$ cat config.mk
export PLATFORM = sky130hd
export DESIGN_NAME = i2f_conv
export DESIGN_NICKNAME = d
export VERILOG_FILES = /design/src/rtl/i2f_conv.sv
export SDC_FILE = /design/constraint.sdc
export NUM_CORES = 1
export LEC_CHECK = 0
export ABC_AREA = 1
export CORE_MARGIN = 1.5
export CORE_UTILIZATION = 45
export DETAILED_ROUTE_END_ITERATION = 16
export DONT_BUFFER_PORTS = 1
export HOLD_SLACK_MARGIN = 0.15
export PLACE_DENSITY_LB_ADDON = 0.12
export SKIP_LAST_GASP = 1
export SYNTH_ARGS = -nofsm -noshare
export SYNTH_HDL_FRONTEND = slang
export SYNTH_SLANG_ARGS = --single-unit
$ cat constraint.sdc
create_clock -name clk -period 1.9 [get_ports clk]
set_input_delay 0.285 -clock clk [delete_from_list [all_inputs] [get_ports clk]]
set_output_delay 0.285 -clock clk [all_outputs]
set_load 0.01 [all_outputs]
$ cat src/rtl/i2f_conv.sv
// Sequential signed-integer to floating-point converter. It produces {sign, exp, mant}
// operands for the downstream adder, normalising with one left shift per cycle.
module i2f_conv #(
  parameter int N = 32,
  parameter int E = 8,
  parameter int S = 1,
  parameter int W = 32
) (
  input  logic         clk,
  input  logic         rst,
  input  logic         en,
  input  logic [W-1:0] op,
  output logic         busy,
  output logic         res_val,
  output logic [N-1:0] res
);

  localparam int M    = N - E - S;
  localparam int BIAS = (1 << (E - 1)) - 1;
  localparam logic [E-1:0] EXP_INIT = E'(BIAS + W - 1);
  localparam logic [E-1:0] EXP_ONE  = E'(1);

  typedef enum logic [1:0] {
    IDLE = 2'd0,
    NORM = 2'd1,
    PACK = 2'd2
  } state_t;

  state_t         state_q, state_d;
  logic           sign_q, sign_d;
  logic [W-1:0]   mag_q, mag_d;
  logic [E-1:0]   exp_q, exp_d;
  logic           res_val_q, res_val_d;
  logic [N-1:0]   res_q, res_d;

  // Next-state, datapath and result computation.
  always_comb begin
    state_d   = state_q;
    sign_d    = sign_q;
    mag_d     = mag_q;
    exp_d     = exp_q;
    res_val_d = 1'b0;
    res_d     = res_q;
    case (state_q)
      IDLE: begin
        if (en) begin
          sign_d  = op[W-1];
          // Negating the most negative value wraps back to 2^(W-1), which is the correct magnitude.
          mag_d   = op[W-1] ? (~op + {{(W-1){1'b0}}, 1'b1}) : op;
          exp_d   = EXP_INIT;
          state_d = NORM;
        end else begin
          state_d = IDLE;
        end
      end
      NORM: begin
        // A zero magnitude leaves after one NORM cycle, so zero takes the same two cycles as a normalised input.
        if (mag_q[W-1] || (mag_q == {W{1'b0}})) begin
          state_d = PACK;
        end else begin
          mag_d   = mag_q << 1;
          exp_d   = exp_q - EXP_ONE;
          state_d = NORM;
        end
      end
      PACK: begin
        res_val_d = 1'b1;
        state_d   = IDLE;
        if (mag_q == {W{1'b0}}) begin
          res_d = {N{1'b0}};
        end else begin
          res_d = {sign_q, exp_q, mag_q[W-2 -: M]};
        end
      end
      default: begin
        state_d = IDLE;
      end
    endcase
  end

  // State and result registers with synchronous reset.
  always_ff @(posedge clk) begin
    if (rst) begin
      state_q   <= IDLE;
      sign_q    <= 1'b0;
      mag_q     <= {W{1'b0}};
      exp_q     <= {E{1'b0}};
      res_val_q <= 1'b0;
      res_q     <= {N{1'b0}};
    end else begin
      state_q   <= state_d;
      sign_q    <= sign_d;
      mag_q     <= mag_d;
      exp_q     <= exp_d;
      res_val_q <= res_val_d;
      res_q     <= res_d;
    end
  end

  assign busy    = (state_q != IDLE);
  assign res_val = res_val_q;
  assign res     = res_q;

endmodule
* Word-level counts from Yosys, hierarchy flattened *
Cells that the tools add are included.

cells by class
  $mul = 0
  shifts and indexed selects = 0
  bitwise operators = 1
  multiplexer cells = 12
  reductions and logical operators = 7
  equality and inequality tests = 4
  add/sub/neg operators = 2
  magnitude comparators = 0
  div/mod/pow operators = 0

operators with widths
  kind                   count
  $mux 32                4
  $pmux 32 s2            1
  $add 32x1->32 const B  1
  $logic_not 32->1       1
  $not 32->32            1
  $mux 8                 2
  $pmux 8 s2             1
  $sub 8x1->8 const B    1
  $ne 2x2->1 const B     2
  $pmux 2 s2             1
  $reduce_bool 2->1      2
  $reduce_and 3->1       1
  $eq 2x1->1 const B     1
  $eq 2x2->1 const B     1
  $logic_not 2->1        1
  $mux 1                 2
  $mux 2                 1
  $reduce_and 2->1       1
  $logic_or 1x1->1       1

storage, ports and cells
  logic and storage cells = 32
  ROM bits = 0
  output and inout bits = 34
  bits in latches = 0
  bits in registers = 76
  bits of input ports = 35
  memories = 0
  RAM bits = 0

* Longest topological paths before layout *
Gate-level depths: netlist (run 1).

  word-level depth = 5
  depth in mapped cells = 12
  depth with buffers taken out = 12

* Worst setup path after synthesis (run 1) *
OpenSTA, ideal clock, no wires.

  path type = input to register
  from = in op[1]
  to = reg mag_q[28]
  data arrival time = 1319 ps
  slack = 469 ps
  setup time = 112 ps
  path buffers = 0
  cell stages on the path = 11
  required time = 1788 ps
  cell sequence = inv_1 > ha_1 > nand2_1 > nor2_2 > nand3_1 > nand2_1 > o21ai_0 > nand2_1 > nand3_1 > nand2_1 > nand2_1

on the way
  word-level cells in the longest chain between the ends = 5

ends and longest elaborated chain
  item                    line  source
  start: declaration      12    input logic [W-1:0] op,
  $not 32->32             49    mag_d = op[W-1] ? (~op + {{(W-1){1'b0}}, 1'b1}) : op;
  $add 32x1->32           49
  $mux 32                 49
  $mux 32                 46    if (en) begin
  $pmux 32 s2             44    case (state_q)
  end signal: assignment  86    mag_q <= {W{1'b0}};
  end signal: assignment  93    mag_q <= mag_d;
  end: declaration        31    logic [W-1:0] mag_q, mag_d;

No other way between the ends. The select of a mux whose other input is x is not followed.
A chain may end at the register's enable or synchronous reset.

* Final worst setup path (run 1) *
  from = reg mag_q[21]
  to = reg mag_q[30]

on the way
  word-level cells in the longest chain between the ends = 4

ends and longest elaborated chain
  item                        line  source
  $logic_not 32->1            58    if (mag_q[W-1] || (mag_q == {W{1'b0}})) begin
  $logic_or 1x1->1            58
  $ne 2x2->1 (no line)        n/a
  $reduce_and 3->1 (no line)  n/a

No other way between the ends.

==> run metrics, run 1 <==
relative slew slack=69.4%; Sink Count=between 70 and 80; Resize count post-CTS=0; antenna viol nets, final=0; gr ovfl total=0; CTS clk-pin slew, worst paths=approximately 0.09 ns; cell-by-cell trace of the critical path=nor2_1, nand4_1, nor2_1, nand2_1, nand3_2, nand2_2, buf_4, nand3_1, nand2_1; sequential area share after synthesis=a little over a third; drt total wl=between 10000 and 15000 um; Core Box Area=~9200 sq um; CTS tree=yes; antenna violations before repair=0; WP data required=about 2.1 ns; wl on met1=around 5400 um; DRT Pass-1 Iters=5; post-synth top area share=36.0%; Mapped Area=around 4200 sq um; Num CTS Buffers=9; Finished Layout Cells=approximately 800; row cnt=35; f_max=just under 0.6 GHz; FILL cells=around 980; Synth Register Bits=76; Die Wd=between 90 and 100 um; wire length on met3=around 750 um; starting density of the core=approximately 46%; Setup TNS Final=0 ns; Multi-input gate area=approximately 2300 sq um; wire per inst=~16 um; diodes inserted=0; CP max stage delay=between 0.3 and 0.4 ns; 1st-iter DRT viols=303; DP HPWL=approximately 9800 um; async set-reset flop share out of synthesis=0%; placed inst area=4340 sq um; syn nets=720; H-tree levels=3; Tcrit/Tclk final=88.4%; clock period minus worst slack=1.68 ns; CP endpoint kind=register; Design Power=just over 4 mW; HP Class=in2reg; Leak=about 2.1 nW; Post-Synthesis Cells=slightly below 700; largest net degree at the start of global routing=between 50 and 60; worst-case clock buffer depth=2; Arr. time, crit path=roughly 1.9 ns; final-stage net count=a little over 700; Synth area leader=dfxtp_1; most numerous cell in the Yosys netlist=nand2_1; Mean Syn Cell Area=a little over 6 sq um; total track usage=a little over a quarter; number of global-route vias before repair=approximately 4200; Avg Vias per Cell=around 5.5; top cells by count, synth=nand2_1 (189), nor2_1 (113), dfxtp_1 (76); Crit Path Class=reg2reg; Worst-Margin Slew=0.460 ns; share of cells above drive strength 1=slightly below 7%; DR vias=approximately 4400; Worst Skew=~0.011 ns; Placer Congestion=approximately 0.94; DRC Markers=0; post-route design area=~4600 sq um; CP startpoint kind=register; global-route wire length before repair=20900 um; I/O Buffers=0; worst skew pair latency=approximately 0.35 ns; Root Buffer=clkbuf_8; max cap viols=0; commonest register cell after synthesis=dfxtp_1; pwr dens=891 nW/um^2; warnings from Yosys=0; area grow syn2layout=8.67%; post-synthesis cell type count=30; Fin. Hold Viols=0; die height=approximately 100 um; Placed Cells=780; number of flops mapped to enable cells by yosys=0; reg2reg setup slack=roughly 0.22 ns; Final Max Slew Viols=0; main area contributors after synthesis=dfxtp_1 (36%), nand2_1 (17%), nor2_1 (10%); metal2 WL=around 6400 um; Crit Path Max Fanout=8; worst vdd ir=0.000586 V; FF/Latch Area=1520 sq um; I/O pin cnt=69; Highest Signal Layer=met4; status=finished, final reports clean; # setup viols final=0; RSZ-0062 raised after global routing=false; cell with the largest stage delay on the worst path=dfxtp_1; die footprint=about 10000 sq um; postcts setup bufs=0
final cells by class:
class / count / area share [%]
flip-flops and latches: 76 / 33.1
multi-input cells: 522 / 51.1
clock inverters: 6 / 2.04
clock buffers: 10 / 3.00
inverters: 53 / 4.33
well taps: 111 / 3.02
repair buffers: 20 / 3.38
placed cells by master (no fill, tap or decap), drive strengths merged, types with 3 or more instances in the layout:
master	instances
dfxtp	76
nand2	192
nand3	74
nor3	3
a21oi	37
nand3b	8
or2	4
buf	18
nand4	7
xor2	6
o211ai	3
nor2	115
o21ai	65
clkbuf	10
inv	54
state kept, by name (all words and copies together) (netlist names):
name / flops
exp_q: 8
mag_q: 32
res: 32
res_val: 1
sign_q: 1
state_q: 2
power breakdown:
group / internal (mW) / switching, mW / total, mW
registers: 1.72 / 0.135 / 1.86
logic: 0.292 / 0.526 / 0.817
clock network: 0.787 / 0.632 / 1.42
total: 2.80 / 1.29 / 4.09
through the flow:
| step | worst slack, ns | hold slack, ns | utilization [%] |
|---|---|---|---|
| final | 0.220 | 0.186 | 50.2 |
| after floorplan | 0.469 | 0.423 | - |
| after global placement | 0.261 | 0.356 | 47.5 |
| after global routing | 0.0962 | 0.168 | 50.2 |
| after CTS | 0.225 | 0.167 | 50.2 |
| after detailed placement | 0.191 | 0.357 | 47.5 |
worst max-delay path, delay by kind of cell, from the launching register on:
kind	cells	cell delay, ns
buffers and inverters	1	0.21
flip-flops	1	0.36
AND/OR/NAND/NOR	8	1.02
layer usage:
metal  track usage [%]  vias up
met4              10.1        0
met5                 0        -
li1                  -     2190
met2              47.5      138
met3              5.78       29
met1              32.2     2052
kinds of logic (layout without fill, tap and decap cells):
| kind of cell | count (synthesis) | count (layout) | synth area share [%] |
|---|---|---|---|
| simple gates | 405 | 405 | 40.2 |
| compound gates | 109 | 109 | 13.4 |
| buf+inv | 85 | 89 | 8.52 |
| flops | 76 | 76 | 36.0 |
| xor+xnor | 6 | 6 | 1.24 |
| fa+ha+maj | 2 | 2 | 0.592 |
final timing paths:
check	to	depth (start not counted)	from
worst max-delay path	mag_q[30]$_SDFFE_PP0P_	9	mag_q[21]$_SDFFE_PP0P_
worst min-delay path	mag_q[15]$_SDFFE_PP0P_	3	op[15]
worst max register to register	mag_q[30]$_SDFFE_PP0P_	9	mag_q[21]$_SDFFE_PP0P_
worst min register to register	mag_q[0]$_SDFFE_PP0P_	2	mag_q[0]$_SDFFE_PP0P_
repair_timing:
item / CTS / global route
hold buffers: 2 / 0
hold endpoints to repair: 9 / 0
endpoints found under the setup margin: 0 / 0
Note: power is estimated with default switching activity, not from simulation.
==> run 2, diff against run 1 <==
Settings changed: BUFFER_PORTS_ARGS from default to -buffer_cell sky130_fd_sc_hd__buf_2, CTS_BUF_LIST from default to sky130_fd_sc_hd__clkbuf_4, DONT_BUFFER_PORTS 1 to default.
==> run 2 against run 1 <==
Die area unchanged; flip-flop and latch count unchanged; sequential power about the same; non-clock buffer count up 73; hold slack better by 0.063 ns; clock skew up 0.011 ns; wire length up 1.2%; maximum frequency up 1.0%; largest power group unchanged; highest routed layer unchanged.
==> run metrics, run 2 (same netlist as run 1, synthesis figures left out) <==
status=finished, final reports clean; FILL cells=~950; Fin. Hold Viols=0; most common cell after layout, fill and taps aside=nand2_1; CP Capture Point=mag_q[29]$_SDFFE_PP0P_; Multi-input gate area=about 2300 sq um; Tcrit/Tclk final=just under 90%; DRT Pass-1 Iters=5; Worst Setup SP=mag_q[29]$_SDFFE_PP0P_; Crit Path Max Fanout=10; Placer Congestion=roughly 0.97; pwr dens=about 810 nW/um^2; Worst Skew=approximately 0.022 ns; HP Class=in2reg; area grow syn2layout=17.0%; WP data required=around 2.3 ns; Final Max Slew Viols=0; worst skew pair latency=between 0.4 and 0.5 ns; worst reg-to-reg path cell count=9; global-route wire length before repair=between 20000 and 25000 um; DP HPWL=roughly 10000 um; I/O Buffers=68; Crit path max-delay family=simple AND/OR/NAND/NOR gates; cell with the largest stage delay on the worst path=dfxtp_1; f_max=about 0.6 GHz; reg2reg setup slack=approximately 0.24 ns; share of cells above drive strength 1=between 10% and 20%; CP most frequent cell=nor2_1; Root Buffer=clkbuf_4; Place WS=between 0.03 and 0.04 ns; die height=99.9 um; FF/Latch Area=1520 sq um; wire per inst=approximately 15 um; RSZ-0062 raised after global routing=false; number of global-route vias before repair=approximately 4400; Resize count post-CTS=0; Num CTS Buffers=9; # setup viols final=0; Die Wd=99.9 um; max cap viols=0; CP max stage delay=~0.35 ns; CTS clk-pin slew, worst paths=roughly 0.14 ns; largest net degree at the start of global routing=52; Layout Utilization=approximately 54%; clock period minus worst slack=roughly 1.7 ns; Worst-Margin Slew=0.432 ns; hold slack=~0.25 ns; commonest cells after routing, fill and taps aside=nand2_1 (189), nor2_1 (112), dfxtp_1 (76); total track usage=approximately 28%; antenna violations before repair=0; DRC Markers=0; CP endpoint kind=register; H-tree levels=3; gr ovfl total=0; WP depth=9; row cnt=35; worst r2r src=mag_q[29]$_SDFFE_PP0P_; Worst Setup Slack, final=~0.24 ns; 1st-iter DRT viols=approximately 370; starting density of the core=46.2%; relative slew slack=71.0%; Arr. time, crit path=2.02 ns; Crit Path Class=reg2reg; CP startpoint kind=register; die footprint=approximately 10000 sq um; worst-case clock buffer depth=2; diodes inserted=0; I/O pin cnt=between 60 and 70; antenna viol nets, final=0; cell-by-cell trace of the critical path=nor2_1, nand4_1, nor2_1, nand2_1, nand3_2, nand2_2, inv_1, nor2_1, nor2_1; Avg Vias per Cell=5.40; r2r endpoint=mag_q[29]$_SDFFE_PP0P_; drt total wl=~13000 um; Leak=roughly 2.5 nW; worst vdd ir=roughly 0.00063 V; DR vias=~4700; final-stage net count=slightly below 800; Bufs and invs on worst path=1; Core Box Area=between 9000 and 10000 sq um; Sink Count=76; CTS tree=yes
==> run 2: worst min-delay path by stage <==
stage                     depth (start not counted)                   from                    end
after global routing                              3                    rst  exp_q[6]$_SDFFE_PP0P_
after global placement                            2  mag_q[0]$_SDFFE_PP0P_  mag_q[0]$_SDFFE_PP0P_
after detailed placement                          2  mag_q[0]$_SDFFE_PP0P_  mag_q[0]$_SDFFE_PP0P_
after floorplan                                   2                  op[0]  mag_q[0]$_SDFFE_PP0P_
final                                             6                  op[2]  mag_q[2]$_SDFFE_PP0P_
after CTS                                         3                    rst  exp_q[6]$_SDFFE_PP0P_
==> run 2: metrics by stage <==
step | setup TNS [ns] | cells | cell area (sq um) | total power [mW]
floorplan | 0 | 683 | 4230 | 2.46
global placement | -0.0252 | 854 | 4750 | 2.80
detailed placement | 0 | 854 | 4750 | 2.81
CTS | 0 | 871 | 4950 | 4.05
global route | 0 | 871 | 4950 | 4.26
finish | 0 | 871 | 4950 | 4.03
==> run 2: worst reg2reg max path, delay by kind of cell (launching register included) <==
| kind | cells | cell delay (ns) |
|---|---|---|
| DFF | 1 | 0.35 |
| and+or+nand+nor | 8 | 1.00 |
| buffers and inverters | 1 | 0.27 |
==> run 2: power breakdown <==
part	switching, mW	internal [mW]
Clock	0.578	0.661
Sequential	0.110	1.72
Combinational	0.609	0.347
Total	1.30	2.73
==> run 2: layout make-up <==
cell class	instances	share of cell area, %
clock buffer	9	1.37
clock inverter	7	2.33
inverter	53	4.02
multi-input combinational	522	47.5
sequential	76	30.8
tap	111	2.81
timing repair buffer	93	11.2
==> run 2: repair_timing <==
item / in CTS / in global routing
hold buffers: 1 / 0
hold endpoints to repair: 1 / 0
setup endpoints to repair: 0 / 0
buffers inserted: 0 / 0
==> run 2: per-layer routing <==
layer | up-vias | global-route usage [%] | part of all wire, % | wire (um)
met5 | - | 0 | 0 | 0
met4 | 0 | 10.1 | 2.7 | 350
met3 | 20 | 5.85 | 6.5 | 847
met2 | 168 | 45.5 | 48 | 6330
met1 | 2167 | 35.7 | 43 | 5590
li1 | 2346 | - | - | -
==> run 3, diff against run 2 <==
Settings changed: PLACE_DENSITY from default to 0.78, PLACE_DENSITY_LB_ADDON 0.12 to default, SKIP_LAST_GASP 1 to default.
==> run 3 against run 2 <==
Flip-flop and latch count unchanged; sequential power about the same; critical path depth unchanged; register-to-register slack worse by 0.07 ns; first-iteration DRC count down 5.9%; wire length down 5.4%; design area down 1.4%; via count up 0.77%; critical path type unchanged; largest cell class unchanged.
==> run metrics, run 3 (same netlist as run 1, synthesis figures left out) <==
status=finished, final reports clean; Worst Setup SP=mag_q[16]$_SDFFE_PP0P_; Final Max Slew Viols=0; Hold Path Stages=3; Worst-Margin Slew=0.569 ns; worst skew pair latency=0.43 ns; total track usage=25.9%; Crit Path Class=reg2reg; placed inst area=between 4000 and 5000 sq um; Root Buffer=clkbuf_4; relative slew slack=62.1%; # setup viols final=0; Layout Utilization=between 50% and 60%; Sw Ratio=roughly 32%; largest net degree at the start of global routing=44; Design Power=about 3.8 mW; wire per inst=14.3 um; CP most frequent cell=nor2_1; Crit path max-delay family=simple AND/OR/NAND/NOR gates; diodes inserted=0; max cap viols=0; global-route wire length before repair=20500 um; Reg power frac=roughly 48%; Leak=roughly 2.4 nW; I/O pin cnt=between 60 and 70; share of cells above drive strength 1=15.1%; most common cell after layout, fill and taps aside=nand2_1; hold slack=roughly 0.20 ns; HP Class=in2reg; number of global-route vias before repair=about 4400; post-route design area=around 5000 sq um; worst reg-to-reg path cell count=9; DP HPWL=~9500 um; CP Capture Point=mag_q[31]$_SDFFE_PP0P_; worst r2r src=mag_q[16]$_SDFFE_PP0P_; Num CTS Buffers=9; antenna violations before repair=0; r2r endpoint=mag_q[31]$_SDFFE_PP0P_; Placer Congestion=~1; gr ovfl total=0; commonest cells after routing, fill and taps aside=nand2_1 (189), nor2_1 (112), dfxtp_1 (76); die height=99.9 um; cell with the largest stage delay on the worst path=dfxtp_1; CP max stage delay=approximately 0.33 ns; CTS clk-pin slew, worst paths=0.13 ns; Worst Skew=around 0.021 ns; CP endpoint kind=register; 1st-iter DRT viols=approximately 350; Combinational Power Share=a little under a quarter; Clock power frac=around 28%; die footprint=about 10000 sq um; drt total wl=~12000 um; starting density of the core=between 40 and 50%; f_max=~0.58 GHz; Arr. time, crit path=2.10 ns; CTS tree=yes; RSZ-0062 raised after global routing=false; Net Sw Power=1.24 mW; Placed Cells=850; CP startpoint kind=register; Worst Setup Slack, final=0.162 ns; final-stage net count=slightly below 800; Bufs and invs on worst path=1; Place WS=around 0.092 ns; DRT Pass-1 Iters=5; pwr dens=a little under 800 nW/um^2; Finished Layout Cells=between 800 and 900; Sink Count=76; Avg Vias per Cell=5.46; Fin. Hold Viols=0; DRC Markers=0; reg2reg setup slack=about 0.16 ns; I/O Buffers=68; antenna viol nets, final=0; row cnt=35; WP data required=about 2.3 ns; Core Box Area=~9200 sq um; Crit Path Max Fanout=14; Tcrit/Tclk final=approximately 91%; WP depth=9; worst vdd ir=approximately 0.0006 V; DR vias=roughly 4700; worst-case clock buffer depth=2; H-tree levels=3; cell-by-cell trace of the critical path=nor2_1, nand4_1, nor2_1, nand2_1, nand3_2, nand2_2, inv_1, nor2_1, nor2_1; clock period minus worst slack=1.74 ns; Setup TNS Final=0 ns; Pint=about 2.6 mW; area grow syn2layout=15.3%; Die Wd=99.9 um
[run 3: cell types whose count changed in the layout (fill, tap and decap cells not counted)]
cell,before,now
buf_12,2,1
buf_4,22,19
bufinv_16,3,2
clkbuf_4,9,10
clkinv_1,1,4
clkinv_2,2,0
clkinvlp_4,2,1
[run 3: cell type report]
| cell class | count | area (sq um) |
|---|---|---|
| multi-input cells | 522 | 2350 |
| clock inverters | 6 | 78.8 |
| inverters | 53 | 199 |
| flip-flops and latches | 76 | 1520 |
| well taps | 111 | 139 |
| repair buffers | 89 | 513 |
| fillers | 924 | 4280 |
| clock buffers | 10 | 75.1 |
[run 3: worst register-to-register path, delay by kind of cell (launching register included)]
family,cells,cell delay (ns)
AND/OR/NAND/NOR,8,1.05
buffers and inverters,1,0.27
flip-flops,1,0.33
[run 3: repair_timing]
| action | CTS | global route |
|---|---|---|
| hold endpoints to repair | 1 | 0 |
| buffers inserted | 0 | 0 |
| hold buffers | 1 | 0 |
| resized for setup | 0 | 0 |
[run 3: how the worst min path moves through the flow]
stage                             to                   from  slack [ns]
2_1_floorplan  mag_q[0]$_SDFFE_PP0P_                  op[0]        0.42
3_3_place_gp   mag_q[0]$_SDFFE_PP0P_  mag_q[0]$_SDFFE_PP0P_        0.45
3_5_place_dp   mag_q[0]$_SDFFE_PP0P_  mag_q[0]$_SDFFE_PP0P_        0.46
4_1_cts        exp_q[6]$_SDFFE_PP0P_                    rst        0.19
5_1_grt        exp_q[6]$_SDFFE_PP0P_                    rst        0.21
6_report       exp_q[6]$_SDFFE_PP0P_                    rst        0.20
[run 3: power by group through the flow]
stage                     sequential [mW]  clock (mW)  combinational, mW
after floorplan                      1.85           0              0.613
after global placement               1.86           0              0.874
after detailed placement             1.87           0              0.893
after CTS                            1.83        1.09              0.899
after global routing                 1.85        1.15               1.03
final                                1.83        1.08              0.911
[run 3: metal layers]
metal	vias up	track usage, %	wire length (um)
met4	0	12.1	566
met2	166	45.1	6100
met5	-	0	0
met1	2181	30.7	5110
li1	2345	-	-
met3	45	4.87	637
